--- src/rtl/accum_pkg.sv ---
// Shared definitions for the accumulator: operation encodings and
// signed range limits for a given data width.
package accum_pkg;

  // Operation selector carried alongside each operand.
  typedef enum logic [1:0] {
    OP_ADD  = 2'd0,
    OP_SUB  = 2'd1,
    OP_LOAD = 2'd2,
    OP_CLR  = 2'd3
  } op_e;

  // Widest data path the range helpers can describe.
  localparam int MAX_WIDTH = 64;

  // Largest positive two's-complement value of the given width,
  // right-aligned in a MAX_WIDTH vector (0x7F.. pattern).
  function automatic logic [MAX_WIDTH-1:0] signed_max(input int width);
    logic [MAX_WIDTH-1:0] v;
    v = (64'd1 << (width - 32'sd1)) - 64'd1;
    return v;
  endfunction

  // Most negative two's-complement value of the given width,
  // right-aligned in a MAX_WIDTH vector (0x80.. pattern).
  function automatic logic [MAX_WIDTH-1:0] signed_min(input int width);
    logic [MAX_WIDTH-1:0] v;
    v = 64'd1 << (width - 32'sd1);
    return v;
  endfunction

  // True for the operations that fold an operand into the running total
  // and therefore advance the sample counter.
  function automatic logic op_counts(input op_e op);
    logic r;
    case (op)
      OP_ADD:  r = 1'b1;
      OP_SUB:  r = 1'b1;
      OP_LOAD: r = 1'b0;
      OP_CLR:  r = 1'b0;
      default: r = 1'b0;
    endcase
    return r;
  endfunction

endpackage

--- src/rtl/accum_addsub.sv ---
// Combinational arithmetic core of the accumulator. Produces the raw
// (wrapping) result, the optionally clamped result, carry/borrow and
// signed overflow for one operation on acc and a. The same instance
// feeds both the LED preview and the stage-2 register update.
module accum_addsub
  import accum_pkg::*;
#(
  parameter int WIDTH    = 8,
  parameter int SATURATE = 0
) (
  input  logic [WIDTH-1:0] acc,
  input  logic [WIDTH-1:0] a,
  input  logic [1:0]       op,
  output logic [WIDTH-1:0] r_raw,
  output logic [WIDTH-1:0] r_sat,
  output logic             c,
  output logic             ovf
);

  localparam logic [WIDTH-1:0] SMAX = WIDTH'(signed_max(WIDTH));
  localparam logic [WIDTH-1:0] SMIN = WIDTH'(signed_min(WIDTH));
  localparam logic [WIDTH-1:0] ZERO = {WIDTH{1'b0}};

  op_e            op_s;
  logic [WIDTH:0] sum_s;
  logic [WIDTH:0] diff_s;
  logic           acc_sign_s;
  logic           a_sign_s;

  assign op_s       = op_e'(op);
  // One extra bit on each side so the MSB of the result is carry-out
  // for the sum and unsigned borrow for the difference.
  assign sum_s      = {1'b0, acc} + {1'b0, a};
  assign diff_s     = {1'b0, acc} - {1'b0, a};
  assign acc_sign_s = acc[WIDTH-1];
  assign a_sign_s   = a[WIDTH-1];

  // Select the raw result, carry and overflow for the requested operation.
  always_comb begin
    r_raw = ZERO;
    c     = 1'b0;
    ovf   = 1'b0;
    case (op_s)
      OP_ADD: begin
        r_raw = sum_s[WIDTH-1:0];
        c     = sum_s[WIDTH];
        ovf   = (acc_sign_s == a_sign_s) && (sum_s[WIDTH-1] != acc_sign_s);
      end
      OP_SUB: begin
        r_raw = diff_s[WIDTH-1:0];
        c     = diff_s[WIDTH];
        ovf   = (acc_sign_s != a_sign_s) && (diff_s[WIDTH-1] != acc_sign_s);
      end
      OP_LOAD: begin
        r_raw = a;
        c     = 1'b0;
        ovf   = 1'b0;
      end
      OP_CLR: begin
        r_raw = ZERO;
        c     = 1'b0;
        ovf   = 1'b0;
      end
      default: begin
        r_raw = ZERO;
        c     = 1'b0;
        ovf   = 1'b0;
      end
    endcase
  end

  // Clamp toward the side the accumulator was on when the result overflowed;
  // in wrap mode the raw result passes through untouched.
  always_comb begin
    r_sat = r_raw;
    if ((SATURATE != 0) && ovf) begin
      if (acc_sign_s) begin
        r_sat = SMIN;
      end else begin
        r_sat = SMAX;
      end
    end else begin
      r_sat = r_raw;
    end
  end

endmodule

--- src/rtl/accum_unit.sv ---
// Two-stage accumulator. Stage 1 registers the operand and operation;
// stage 2 folds it into the running total with add, subtract, load or
// clear, tracks carry/overflow, a sticky overflow flag and a saturating
// count of folded samples. preview shows the unclamped result the
// pending operation would produce, for the LED display.
module accum_unit
  import accum_pkg::*;
#(
  parameter int WIDTH    = 8,
  parameter int CNT_W    = 8,
  parameter int SATURATE = 0
) (
  input  logic             clock,
  input  logic             reset,
  input  logic             in_valid,
  input  logic [1:0]       op,
  input  logic [WIDTH-1:0] in,
  input  logic             ovf_clr,
  output logic [WIDTH-1:0] a_reg,
  output logic [WIDTH-1:0] acc_out,
  output logic [WIDTH-1:0] preview,
  output logic             out_valid,
  output logic             carry,
  output logic             overflow,
  output logic             ovf_sticky,
  output logic [CNT_W-1:0] count
);

  localparam logic [WIDTH-1:0] ZERO_W   = {WIDTH{1'b0}};
  localparam logic [CNT_W-1:0] CNT_ZERO = {CNT_W{1'b0}};
  localparam logic [CNT_W-1:0] CNT_ONE  = CNT_W'(1'b1);
  localparam logic [CNT_W-1:0] CNT_MAX  = {CNT_W{1'b1}};

  // Stage-1 state
  logic s1_v_r;
  op_e  op_r;

  // Arithmetic results for the pending operation
  logic [WIDTH-1:0] r_raw_s;
  logic [WIDTH-1:0] r_sat_s;
  logic             c_s;
  logic             ovf_s;

  // Stage-2 next-state values
  logic [WIDTH-1:0] acc_nxt_s;
  logic             carry_nxt_s;
  logic             ovf_nxt_s;
  logic [CNT_W-1:0] count_nxt_s;
  logic             sticky_nxt_s;
  logic             valid_nxt_s;

  accum_addsub #(
    .WIDTH    (WIDTH),
    .SATURATE (SATURATE)
  ) u_addsub (
    .acc   (acc_out),
    .a     (a_reg),
    .op    (op_r),
    .r_raw (r_raw_s),
    .r_sat (r_sat_s),
    .c     (c_s),
    .ovf   (ovf_s)
  );

  assign preview = r_raw_s;

  // Stage 1: capture operand and operation when offered; the operand
  // register doubles as the display copy, so it holds while idle.
  always_ff @(posedge clock) begin
    if (!reset) begin
      s1_v_r <= 1'b0;
      a_reg  <= ZERO_W;
      op_r   <= OP_ADD;
    end else begin
      s1_v_r <= in_valid;
      if (in_valid) begin
        a_reg <= in;
        op_r  <= op_e'(op);
      end else begin
        a_reg <= a_reg;
        op_r  <= op_r;
      end
    end
  end

  // Stage 2 next state: apply the pending operation when stage 1 holds one,
  // otherwise hold everything and drop the completion pulse.
  always_comb begin
    acc_nxt_s   = acc_out;
    carry_nxt_s = carry;
    ovf_nxt_s   = overflow;
    count_nxt_s = count;
    valid_nxt_s = 1'b0;
    if (s1_v_r) begin
      acc_nxt_s   = r_sat_s;
      carry_nxt_s = c_s;
      ovf_nxt_s   = ovf_s;
      valid_nxt_s = 1'b1;
      case (op_r)
        OP_ADD, OP_SUB: begin
          if (op_counts(op_r) && (count != CNT_MAX)) begin
            count_nxt_s = count + CNT_ONE;
          end else begin
            count_nxt_s = count;
          end
        end
        OP_LOAD: count_nxt_s = CNT_ONE;
        OP_CLR:  count_nxt_s = CNT_ZERO;
        default: count_nxt_s = count;
      endcase
    end else begin
      valid_nxt_s = 1'b0;
    end
  end

  // Sticky overflow: a fresh overflow beats a simultaneous clear request;
  // a CLR operation can never overflow, so it always leaves the flag low.
  always_comb begin
    sticky_nxt_s = ovf_sticky;
    if (s1_v_r && ovf_s) begin
      sticky_nxt_s = 1'b1;
    end else if (s1_v_r && (op_r == OP_CLR)) begin
      sticky_nxt_s = 1'b0;
    end else if (ovf_clr) begin
      sticky_nxt_s = 1'b0;
    end else begin
      sticky_nxt_s = ovf_sticky;
    end
  end

  // Stage 2 registers; reset discards any operand still in stage 1.
  always_ff @(posedge clock) begin
    if (!reset) begin
      acc_out    <= ZERO_W;
      carry      <= 1'b0;
      overflow   <= 1'b0;
      ovf_sticky <= 1'b0;
      count      <= CNT_ZERO;
      out_valid  <= 1'b0;
    end else begin
      acc_out    <= acc_nxt_s;
      carry      <= carry_nxt_s;
      overflow   <= ovf_nxt_s;
      ovf_sticky <= sticky_nxt_s;
      count      <= count_nxt_s;
      out_valid  <= valid_nxt_s;
    end
  end

endmodule

--- config.mk ---
export PLATFORM = sky130hd
export DESIGN_NAME = accum_unit
export DESIGN_NICKNAME = d
export VERILOG_FILES = /design/src/rtl/accum_pkg.sv /design/src/rtl/accum_addsub.sv /design/src/rtl/accum_unit.sv
export SDC_FILE = /design/constraint.sdc
export NUM_CORES = 1
export LEC_CHECK = 0
export CAP_MARGIN = 25
export CORE_MARGIN = 5
export CORE_UTILIZATION = 30
export DETAILED_ROUTE_END_ITERATION = 10
export GPL_ROUTABILITY_DRIVEN = 0
export SKIP_LAST_GASP = 1
export SLEW_MARGIN = 0
export SYNTH_ARGS = -nofsm -noshare
export SYNTH_HDL_FRONTEND = slang
export SYNTH_SLANG_ARGS = --single-unit
--- constraint.sdc ---
create_clock -name clock -period 2.3 [get_ports clock]
set_input_delay 0.23 -clock clock [delete_from_list [all_inputs] [get_ports clock]]
set_output_delay 0.23 -clock clock [all_outputs]
set_load 0.02 [all_outputs]
==> qor_table.md <==
| Group | Metric | Value |
|---|---|---|
| worst setup path | Most frequent CP cell | sky130_fd_sc_hd__inv_2 |
| route | Antenna-violating nets left | 0 |
| global route | Overflow after GRT | 0 |
| global route | Overall global routing resource usage | 0.152 |
| min path | Worst min-delay path class | reg -> reg |
| logic synthesis | Post-synth EDFFs | 0 |
| worst setup path | Worst Setup Start Kind | register |
| worst setup path | CP Class | reg -> out |
| worst setup path | Cell with the largest stage delay on the worst path | sky130_fd_sc_hd__fa_2 |
| logic synthesis | Synth Area in Compound Gates | 0.210 |
| die | Standard cell core area | 7250 um2 |
| sta | Final period util | 1.17 |
| sta | Largest clock skew in the final design | 0.00964 ns |
| finish | Layout fillers | 696 |
| min path | Number of stages on the worst hold path | 2 |
| logic synthesis | Area share of fa/ha/maj cells after synthesis | 0.113 |
| worst setup path | Critical Path Sink Type | output port |
| clock network | Clock transition at the register clock pins on the worst setup and hold paths after CTS | 0.08 ns |
| worst setup path | Crit path largest cell delay | 0.39 ns |
| finish | Antenna diode instance count | 0 |
| worst setup path | Flop2flop setup slack | 0.08 ns |
| worst setup path | Critical path, cell by cell | inv_2 -> ha_4 -> inv_2 -> fa_2 -> a21o_1 -> a211oi_2 -> o21bai_1 -> xnor2_1 -> mux2i_1 -> mux2i_2 -> buf_4 |
| die | Ports placed on the boundary | 50 |
| placement | Detailed placement HPWL | 5140 um |
| worst setup path | WP data arrival | 2.45 ns |
| logic synthesis | Post-synth cell types | 54 |
| finish | Finished Core Util | 0.492 |
| route | Number of DRC markers in iteration 0 | 128 |
| global route | Wire length of the first global-routing pass | 11100 um |
| die | Initial core utilization | 0.309 |
| placement | Port Buffers | 49 |
| status | Failing checks | setup timing |
| min path | Critical hold path startpoint | overflow |
| sta | Final Max Slew Viols | 0 |
| sta | Maximum clock frequency | 0.373 GHz |
| die | Die Height | 96.5 um |
| clock network | Cell at the root of the clock tree | sky130_fd_sc_hd__clkbuf_8 |
| clock network | Clock tree from TritonCTS | built |
| sta | Actual slew at the worst max-slew pin | 0.664 ns |
| placement | Placement Cell Area | 3190 um2 |
| finish | Layout Cell Area excl Fill | 3570 um2 |
| sta | Post-route setup slack | -0.384 ns |
| worst setup path | End of the worst register-to-register path | acc_out[6] |
| logic synthesis | Multiplexer share of the synthesized area | 0.0624 |
| sta | Relative max-transition margin | 0.556 |
| power | Pwr Total | 1.81 mW |
| worst setup path | Logic depth of the worst register-to-register path | 11 |
| logic synthesis | Cell Area, Synth | 2240 um2 |
| clock network | Maximum number of buffers from clock root to sink | 2 |
| logic synthesis | Async set or reset register ratio after synthesis | 0 |
| finish | Most common library cell in the layout ignoring fill and taps | sky130_fd_sc_hd__buf_4 |
| route | Aggregate routed wire length | 6940 um |
| sta | Tmin final | 2.68 ns |
| finish | Sequential cell area | 627 um2 |
| global route | Antenna violations before repair | 0 |
| finish | Layout Area Growth over Synthesis | 58.9% |
| route | Drt via density | 4.83 |
| die | Width of the die | 96.5 um |
| global route | Vias in the first global route | 2331 |
| logic synthesis | Number of instances in the synthesized netlist | 269 |
| sta | Setup total negative slack | -0.722 ns |
| power | Power density over cell area | 507 nW/um2 |
| finish | Area of combinational cells with multiple inputs | 1680 um2 |
| route | # DRC | 0 |
| power | Worst ir drop on vdd | 0.000225 V |
| clock network | Clk Latency, worst-skew pair | 0.30 ns |
| job | Number of max-cap violations | 0 |
| die | Die area | 9310 um2 |
| clock network | H-tree levels | 2 |
| finish | Top library cells by usage in the layout, fill and taps aside | sky130_fd_sc_hd__buf_4, sky130_fd_sc_hd__clkdlybuf4s50_1, sky130_fd_sc_hd__dfxtp_1, sky130_fd_sc_hd__nor2_1, sky130_fd_sc_hd__nand2_1 |
| global route | Pin count of the biggest net entering global routing | 24 |
| route | Drt first pass iters | 4 |
| logic synthesis | Fraction of synthesized cell area in xor and xnor cells | 0.0429 |
| worst setup path | Origin of the critical flop-to-flop path | acc_out[0] |
| route | Wire length per cell after detailed routing | 14.7 um |
| min path | Worst hold endpoint | overflow |
| clock network | TritonCTS Sinks | 31 |
| route | Via Count | 2281 |
| sta | Setup-violating endpoint count in the final report | 4 |
| clock network | CTS Buf Count | 5 |
| die | Number of core rows | 31 |
| logic synthesis | Sequential share of the synthesized area | 0.276 |
| logic synthesis | Synthesized net count | 302 |
| worst setup path | CP max FO | 3 |
| logic synthesis | Combinational family with the most area after synthesis | simple AND/OR/NAND/NOR gates |
| finish | Share of cells above drive strength 1 | 0.314 |
| logic synthesis | Synthesis warning total | 0 |
| status | Status | finished with violations |
| logic synthesis | Synthesized area per cell | 8.34 um2 |
| finish | Number of nets in the finished design | 405 |
| power | Lkg Pwr | 1.52 nW |
| logic synthesis | Share of synthesized cell area in and, or, nand and nor gates | 0.233 |
| sta | Hold violation total from the final report | 0 |
| logic synthesis | Primary FF master, synth | sky130_fd_sc_hd__dfxtp_1 |
| worst setup path | Worst path required time | 2.07 ns |
| sta | Unrepaired setup endpoints after global routing | true |
| logic synthesis | Seq cells post-synth | 31 |
[cells in the mapped netlist (all sizes together) (3+ instances only)]
master  count  share of area
a21o        3          0.010
a21oi      10          0.022
a31oi       4          0.011
buf         8          0.020
clkbuf      6          0.010
dfxtp      31           0.28
ha         17          0.095
inv        20          0.033
mux2i      14          0.062
nand2      18          0.030
nand2b     11          0.034
nand3       9          0.020
nand3b      3          0.010
nor2       22          0.037
nor2b      15          0.042
nor3        6          0.016
o211a       3          0.013
o211ai      3          0.010
o21a        6          0.020
o21ai      12          0.027
o31ai       5          0.025
xnor2      10          0.039
[metrics by stage]
stage / instances / hold slack [ns] / worst slack, ns
5_1_grt: 472 / 0.490 / -0.472
2_1_floorplan: 269 / 0.368 / -0.0970
3_5_place_dp: 455 / 0.437 / -0.595
3_3_place_gp: 455 / 0.435 / -0.500
6_report: 472 / 0.446 / -0.384
4_1_cts: 469 / 0.449 / -0.353
[worst max-delay path, delay by kind of cell (launching register included)]
family | cells | cell delay (ns)
DFF | 1 | 0.33
xor gates and xnor gates | 1 | 0.14
buffers and inverters | 3 | 0.27
muxes | 2 | 0.37
adders and majority gates | 2 | 0.52
AOI/OAI and AO/OA | 3 | 0.53
[per-layer routing]
| metal | vias up | share of wire | track usage |
|---|---|---|---|
| met5 | - | 0 | 0 |
| met4 | 0 | 0.013 | 0.0409 |
| met3 | 6 | 0.035 | 0.0279 |
| met2 | 44 | 0.46 | 0.240 |
| met1 | 1091 | 0.50 | 0.213 |
| li1 | 1140 | - | - |
[logic make-up after synthesis]
| family | count (synthesis) |
|---|---|
| and+or+nand+nor | 97 |
| AOI/OAI and AO/OA | 63 |
| buffers and inverters | 34 |
| DFF | 31 |
| adders and majority gates | 19 |
| muxes | 14 |
| xor gates and xnor gates | 11 |
[final cells by class]
| type | count | share of cell area |
|---|---|---|
| clock inverter | 1 | 0.00210 |
| inverter | 20 | 0.0210 |
| multi-input combinational | 204 | 0.471 |
| clock buffer | 7 | 0.0270 |
| timing repair buffer | 110 | 0.268 |
| sequential | 31 | 0.176 |
| tap | 99 | 0.0347 |
[what timing repair did]
action                                  4_1_cts  5_1_grt
pin swaps                                    14       14
hold buffers                                  0        0
endpoints found under the setup margin        7        9
setup buffers                                 6        6
resized for setup                            49       34
[power breakdown]
group	internal [mW]	switching (mW)
Sequential	0.562	0.0287
Clock	0.273	0.243
Combinational	0.363	0.338
Total	1.20	0.610
[how the worst max path moves through the flow]
stage	end	depth (start not counted)	slack, ns	start
floorplan	preview[6]	9	-0.1	a_reg[0]
global placement	preview[6]	10	-0.50	a_reg[0]
detailed placement	preview[6]	10	-0.60	a_reg[0]
CTS	preview[6]	11	-0.35	acc_out[0]
global route	preview[6]	11	-0.47	acc_out[0]
finish	preview[6]	11	-0.38	acc_out[0]
(Power assumes the default switching activity.)
